### config.mk
export PLATFORM = sky130hd
export DESIGN_NAME = xor_parity_rx_flat
export DESIGN_NICKNAME = d
export VERILOG_FILES = /design/src/rtl/xor_parity_rx_if.sv /design/src/rtl/xor_parity_rx.sv /design/src/flat_wrapper.sv
export SDC_FILE = /design/constraint.sdc
export NUM_CORES = 1
export LEC_CHECK = 0
export BUFFER_PORTS_ARGS = -buffer_cell sky130_fd_sc_hd__buf_4
export CORE_MARGIN = 3
export CORE_UTILIZATION = 25
export CTS_BUF_LIST = sky130_fd_sc_hd__clkbuf_8 sky130_fd_sc_hd__clkbuf_16
export CTS_CLUSTER_DIAMETER = 60
export DETAILED_ROUTE_END_ITERATION = 6
export GPL_ROUTABILITY_DRIVEN = 0
export PLACE_DENSITY_LB_ADDON = 0.12
export SYNTH_ARGS = -nofsm -noshare
export SYNTH_HDL_FRONTEND = slang
export SYNTH_SLANG_ARGS = --single-unit
### constraint.sdc
create_clock -name clk -period 1.85 [get_ports clk]
set_input_delay 0.2775 -clock clk [delete_from_list [all_inputs] [get_ports clk]]
set_output_delay 0.2775 -clock clk [all_outputs]
set_load 0.02 [all_outputs]
### src/rtl/xor_parity_rx_if.sv
// Receiver-side bundle for xor_parity_rx: serial input, bit strobe, consumer handshake and status.
// slave = receiver, master = line driver / byte consumer.
interface xor_parity_rx_if;
  logic       sin;
  logic       bit_en;
  logic       data_ready;
  logic [7:0] data;
  logic       data_valid;
  logic       parity_err;
  logic       frame_err;
  logic       overrun;
  logic       busy;

  modport slave (
    input  sin, bit_en, data_ready,
    output data, data_valid, parity_err, frame_err, overrun, busy
  );

  modport master (
    output sin, bit_en, data_ready,
    input  data, data_valid, parity_err, frame_err, overrun, busy
  );
endinterface

### src/rtl/xor_parity_rx.sv
// Strobed 11-bit frame receiver (start, 8 data LSB first, parity, stop) with a one-deep output slot.
// Define XOR_PARITY_RX_OVERRUN_EN to drop frames that complete while the slot is full and unread.
module xor_parity_rx #(
  parameter bit PARITY_ODD = 1'b0
) (
  input logic           clk,
  input logic           rst_n,
  xor_parity_rx_if.slave bus
);

  typedef enum logic [1:0] {IDLE, DATA, PARITY, STOP} state_t;

  state_t     r_state;
  logic [2:0] r_cnt;
  logic       r_acc;
  logic [7:0] r_shift;
  logic       r_perr;
  logic [7:0] r_data;
  logic       r_valid;
  logic       r_parity_err;
  logic       r_frame_err;
  logic       r_busy;
  logic       w_drop;

`ifdef XOR_PARITY_RX_OVERRUN_EN
  logic r_overrun;
  assign w_drop      = r_valid & ~bus.data_ready;
  assign bus.overrun = r_overrun;
`else
  assign w_drop      = 1'b0;
  assign bus.overrun = 1'b0;
`endif

  assign bus.data       = r_data;
  assign bus.data_valid = r_valid;
  assign bus.parity_err = r_parity_err;
  assign bus.frame_err  = r_frame_err;
  assign bus.busy       = r_busy;

  always_ff @(posedge clk or negedge rst_n) begin
    if (!rst_n) begin
      r_state      <= IDLE;
      r_cnt        <= 3'd0;
      r_acc        <= 1'b0;
      r_shift      <= 8'h00;
      r_perr       <= 1'b0;
      r_data       <= 8'h00;
      r_valid      <= 1'b0;
      r_parity_err <= 1'b0;
      r_frame_err  <= 1'b0;
      r_busy       <= 1'b0;
`ifdef XOR_PARITY_RX_OVERRUN_EN
      r_overrun    <= 1'b0;
`endif
    end else begin
`ifdef XOR_PARITY_RX_OVERRUN_EN
      r_overrun <= 1'b0;
`endif
      // A load later in this block overrides the consume, keeping valid high.
      if (r_valid && bus.data_ready)
        r_valid <= 1'b0;

      if (bus.bit_en) begin
        case (r_state)
          IDLE: begin
            if (!bus.sin) begin
              r_state <= DATA;
              r_cnt   <= 3'd0;
              r_acc   <= 1'b0;
              r_busy  <= 1'b1;
            end
          end
          DATA: begin
            r_shift <= {bus.sin, r_shift[7:1]};
            r_acc   <= r_acc ^ bus.sin;
            r_cnt   <= r_cnt + 3'd1;
            if (r_cnt == 3'd7)
              r_state <= PARITY;
          end
          PARITY: begin
            r_perr  <= r_acc ^ bus.sin ^ PARITY_ODD;
            r_state <= STOP;
          end
          STOP: begin
            r_state <= IDLE;
            r_busy  <= 1'b0;
            if (w_drop) begin
`ifdef XOR_PARITY_RX_OVERRUN_EN
              r_overrun <= 1'b1;
`endif
            end else begin
              r_data       <= r_shift;
              r_parity_err <= r_perr;
              r_frame_err  <= ~bus.sin;
              r_valid      <= 1'b1;
            end
          end
          default: r_state <= IDLE;
        endcase
      end
    end
  end

endmodule

### src/flat_wrapper.sv
// flat-port wrapper written by rule: the top's interface ports become plain ports
module xor_parity_rx_flat 
#(
  parameter bit PARITY_ODD = 1'b0
)
  (clk, rst_n, bus_sin, bus_bit_en, bus_data_ready, bus_data, bus_data_valid, bus_parity_err, bus_frame_err, bus_overrun, bus_busy);
  xor_parity_rx_if bus_i ();
  input logic clk;
  input logic rst_n;
  input wire logic [$bits(bus_i.sin)-1:0] bus_sin;
  input wire logic [$bits(bus_i.bit_en)-1:0] bus_bit_en;
  input wire logic [$bits(bus_i.data_ready)-1:0] bus_data_ready;
  output wire logic [$bits(bus_i.data)-1:0] bus_data;
  output wire logic [$bits(bus_i.data_valid)-1:0] bus_data_valid;
  output wire logic [$bits(bus_i.parity_err)-1:0] bus_parity_err;
  output wire logic [$bits(bus_i.frame_err)-1:0] bus_frame_err;
  output wire logic [$bits(bus_i.overrun)-1:0] bus_overrun;
  output wire logic [$bits(bus_i.busy)-1:0] bus_busy;
  assign bus_i.sin = bus_sin;
  assign bus_i.bit_en = bus_bit_en;
  assign bus_i.data_ready = bus_data_ready;
  assign bus_data = bus_i.data;
  assign bus_data_valid = bus_i.data_valid;
  assign bus_parity_err = bus_i.parity_err;
  assign bus_frame_err = bus_i.frame_err;
  assign bus_overrun = bus_i.overrun;
  assign bus_busy = bus_i.busy;
  xor_parity_rx #(.PARITY_ODD(PARITY_ODD)) u_core (.clk(clk), .rst_n(rst_n), .bus(bus_i));
endmodule
==> results.rst <==
.. list-table::
   :header-rows: 1

   * - Metric
     - Value
   * - Result of the run
     - complete, no violations
   * - DRC violations left
     - 0
   * - Syn Nets
     - 97
   * - Mapped Cells
     - 85
   * - Overflow after GRT
     - 0
   * - Min-delay worst type
     - input port to flip-flop
   * - Area fraction of the dominant cell type after synthesis
     - 57.1%
   * - Worst slew pin tran
     - 0.519 ns
   * - Horizontal extent of the die
     - 74.8 um
   * - Setup slack on the worst flop-to-flop path
     - 0.32 ns
   * - Capture point of the worst reg-to-reg path
     - u_core.bus.data[7]
   * - Starting density of the core
     - 26.5%
   * - Worst-path maximum fanout
     - 12
   * - Startpoint of the worst register-to-register path
     - u_core.r_state[1]
   * - Depth of the critical timing path with buffers and inverters included
     - 3
   * - Pre-CTS setup slack
     - 0.293 ns
   * - Number of library cell types mapped by synthesis
     - 23
   * - CP Capture Point
     - u_core.bus.data[7]
   * - Peak supply drop
     - 0.812 mV
   * - Critical Path End Type
     - flip-flop
   * - Final sum of negative setup slack
     - 0 ns
   * - Met2 Routed Length
     - 977 um
   * - Antenna-violating nets left
     - 0
   * - Leakage
     - 0.669 nW
   * - Non-filler cells, final
     - 155
   * - Post-CTS Setup Bufs
     - 0
   * - Number of hold violations in the final report
     - 0
   * - Final Net Count
     - 116
   * - Crit-path max cell delay
     - 0.42 ns
   * - H-tree levels
     - 1
   * - P&R area growth vs syn
     - 18.7%
   * - Data required time of the critical path
     - 2.01 ns
   * - Bufs on Longest Clock Path
     - 2
   * - Setup Viol. Count Final
     - 0
   * - Area of the core
     - 0.00447 mm^2
   * - Cell type group with the largest total delay on the critical path
     - flip-flops
   * - Count of port buffers added during placement
     - 16
   * - Top Layer Used
     - met4
   * - Final antenna diode count
     - 0
   * - Detailed-route vias per instance
     - 4.41
   * - Total Power
     - 2.39 mW
   * - PwrDens
     - 1700 mW/mm^2
   * - Wire length on met1
     - 1.01 mm
   * - Top cell type by total area after synthesis
     - sky130_fd_sc_hd__dfrtp_1
   * - Worst endpoint data arrival time
     - 1.69 ns
   * - Worst relative slew slack
     - 65.3%
   * - Biggest area contributors in the synthesized netlist
     - sky130_fd_sc_hd__dfrtp_1 57%, sky130_fd_sc_hd__mux2_2 17%, sky130_fd_sc_hd__ha_1 7.4%, sky130_fd_sc_hd__a21oi_1 2.1%, sky130_fd_sc_hd__buf_4 1.9%
   * - Post-detail-place hpwl
     - 1.43 mm
   * - Sequential element share of the synthesized area
     - 57.1%
   * - Via count
     - 684
   * - Yosys warning total
     - 0
   * - Instance count after placement with tap cells included
     - 150
   * - Total global-route track usage
     - 8.08%
   * - Startpoint type of the worst setup path
     - flip-flop
   * - Number of global-route vias before repair
     - 641
   * - Final critical-path required period
     - 1.53 ns
   * - #FFs+latches synth
     - 27
   * - Critical Path, Cell by Cell
     - ha_1 -> nand2_1 -> mux2_2
   * - Number of search-and-repair iterations in the first detailed-routing pass
     - 3
   * - PnR worst setup slack
     - 0.324 ns
   * - Share of post-route cells with drive strength above 1
     - 40.8%
   * - Layout Utilization
     - 31.4%
   * - Num Clock Sinks
     - 27
   * - Cts bufs inserted
     - 3
   * - Fillers
     - 450
   * - CP bufs+invs
     - 0
   * - Met3 WL post-DR
     - 78 um
   * - FP Rows
     - 24
   * - Clock latency on the worst-skew pair
     - 0.27 ns
   * - Number of cell instances on the worst register-to-register path
     - 3
   * - Die Area
     - 0.00560 mm^2
   * - Crit share post-route
     - 82.5%
   * - Launch point of the critical path
     - u_core.r_state[1]
   * - Master of the slowest instance on the critical path
     - sky130_fd_sc_hd__dfrtp_1
   * - Mean cell area of the mapped netlist
     - 13.9 um^2
   * - Routed wire per std cell
     - 13.4 um
   * - Achievable clock frequency
     - 0.655 GHz
   * - Setup repair after global routing missed its margin
     - no
   * - Clock tree from TritonCTS
     - done
   * - Wire length of the first global-routing pass
     - 3.27 mm
   * - Number of antenna violations at the first check in global routing
     - 0
   * - Number of maximum-capacitance constraint violations
     - 0
   * - Clock tree root driver cell
     - sky130_fd_sc_hd__clkbuf_8
   * - Final slew viol count
     - 0
   * - Vertical die dimension
     - 74.8 um
   * - Ports placed on the boundary
     - 18
   * - First DRT Iteration DRCs
     - 25
   * - Clock Skew
     - 0.00542 ns
   * - CTS clock-pin slew for the worst setup and hold paths
     - 0.10 ns
   * - Category of the most critical setup path
     - flip-flop to flip-flop
   * - Aggregate routed wire length
     - 2.08 mm
   * - Pin count of the biggest net entering global routing
     - 28
   * - Synth Cell Area
     - 0.00118 mm^2
==> Yosys cell counts <==
| library cell | count |
|---|---|
| sky130_fd_sc_hd__inv_1 | 5 |
| sky130_fd_sc_hd__buf_4 | 3 |
| sky130_fd_sc_hd__mux2_2 | 18 |
| sky130_fd_sc_hd__o21ai_0 | 2 |
| sky130_fd_sc_hd__dfrtp_1 | 27 |
| sky130_fd_sc_hd__mux2_4 | 1 |
| sky130_fd_sc_hd__nor2_1 | 1 |
| sky130_fd_sc_hd__a31oi_1 | 1 |
| sky130_fd_sc_hd__a311oi_1 | 1 |
| sky130_fd_sc_hd__a21oi_1 | 5 |
| sky130_fd_sc_hd__o21ai_2 | 1 |
| sky130_fd_sc_hd__conb_1 | 1 |
| sky130_fd_sc_hd__and2b_1 | 1 |
| sky130_fd_sc_hd__ha_1 | 7 |
| sky130_fd_sc_hd__and2_1 | 1 |
| sky130_fd_sc_hd__nand3b_1 | 1 |
| sky130_fd_sc_hd__nand2_1 | 2 |
| sky130_fd_sc_hd__xnor2_1 | 1 |
| sky130_fd_sc_hd__mux2i_1 | 1 |
| sky130_fd_sc_hd__o21ai_1 | 1 |
| sky130_fd_sc_hd__a21boi_4 | 1 |
| sky130_fd_sc_hd__nand2_2 | 1 |
| sky130_fd_sc_hd__a22o_1 | 2 |
==> registers in the layout, indices dropped and copies added (netlist names) <==
register / cells
u_core.r_acc: 1
u_core.bus.frame_err: 1
u_core.r_perr: 1
u_core.r_state: 2
u_core.r_shift: 8
u_core.bus.data_valid: 1
u_core.bus.busy: 1
u_core.r_cnt: 3
u_core.bus.parity_err: 1
u_core.bus.data: 8
==> power breakdown <==
| group | total [mW] | internal, mW | switching (mW) | leakage, nW |
|---|---|---|---|---|
| Sequential | 1.04 | 0.870 | 0.171 | 0.332 |
| Combinational | 1.02 | 0.522 | 0.496 | 0.316 |
| Clock | 0.336 | 0.153 | 0.183 | 0.0217 |
==> metrics by stage <==
stage / hold WS [ns] / cell area [um^2]
floorplan: -0.0181 / 1180
global placement: 0.222 / 1350
detailed placement: 0.223 / 1350
CTS: 0.160 / 1410
global route: 0.159 / 1410
finish: 0.170 / 1410
==> logic make-up after synthesis <==
group                      after synthesis  synth area share, %
other                                    1                0.317
muxes                                   20                 19.2
buffers and inverters                    8                 3.49
xor gates and xnor gates                 1                0.740
AOI/OAI and AO/OA                       14                 8.46
DFF                                     27                 57.1
adders and majority gates                7                 7.40
and+or+nand+nor                          7                 3.28
==> final cells by class <==
class	count	area [um^2]	area share, %
inverter	5	18.8	1.34
multi-input combinational	50	467	33.2
clock inverter	1	7.51	0.534
tap	52	65.1	4.63
timing repair buffer	17	130	9.26
sequential	27	676	48.1
clock buffer	3	41.3	2.94
==> how the worst min path moves through the flow <==
stage	slack, ns	endpoint	cells past startpoint	from
after detailed placement	0.22	u_core.r_cnt[2]	1	rst_n
after floorplan	-0.02	u_core.bus.busy	0	rst_n
after global placement	0.22	u_core.r_cnt[1]	1	rst_n
final	0.17	u_core.bus.data_valid	2	bus_data_ready
after global routing	0.16	u_core.bus.data_valid	2	bus_data_ready
after CTS	0.16	u_core.bus.data_valid	2	bus_data_ready
==> per-layer routing <==
| metal | GRT usage [%] | vias up |
|---|---|---|
| met5 | 0 | - |
| met4 | 1.78 | 0 |
| met3 | 2.94 | 2 |
| met2 | 12.3 | 11 |
| met1 | 11.1 | 342 |
| li1 | - | 329 |
==> cell usage in the layout, fill, tap and decap left out, drive strengths merged <==
cell and n:
dfrtp 27, mux2 19, buf 16, ha 7, inv 5, a21oi 5
o21ai 4, clkbuf 3, nand2 3, a22o 2, a21boi 1, and2 1
nor2 1, mux2i 1, xnor2 1, a31oi 1, and2b 1, nand3b 1
a311oi 1, conb 1, clkinvlp 1, dlygate4sd3 1
==> timing repair <==
action | in CTS | in global routing
gates resized for setup | 0 | 0
hold endpoints to repair | 27 | 0
hold buffers | 1 | 0
endpoints found under the setup margin | 0 | 0
Note: power is estimated with default switching activity, not from simulation.
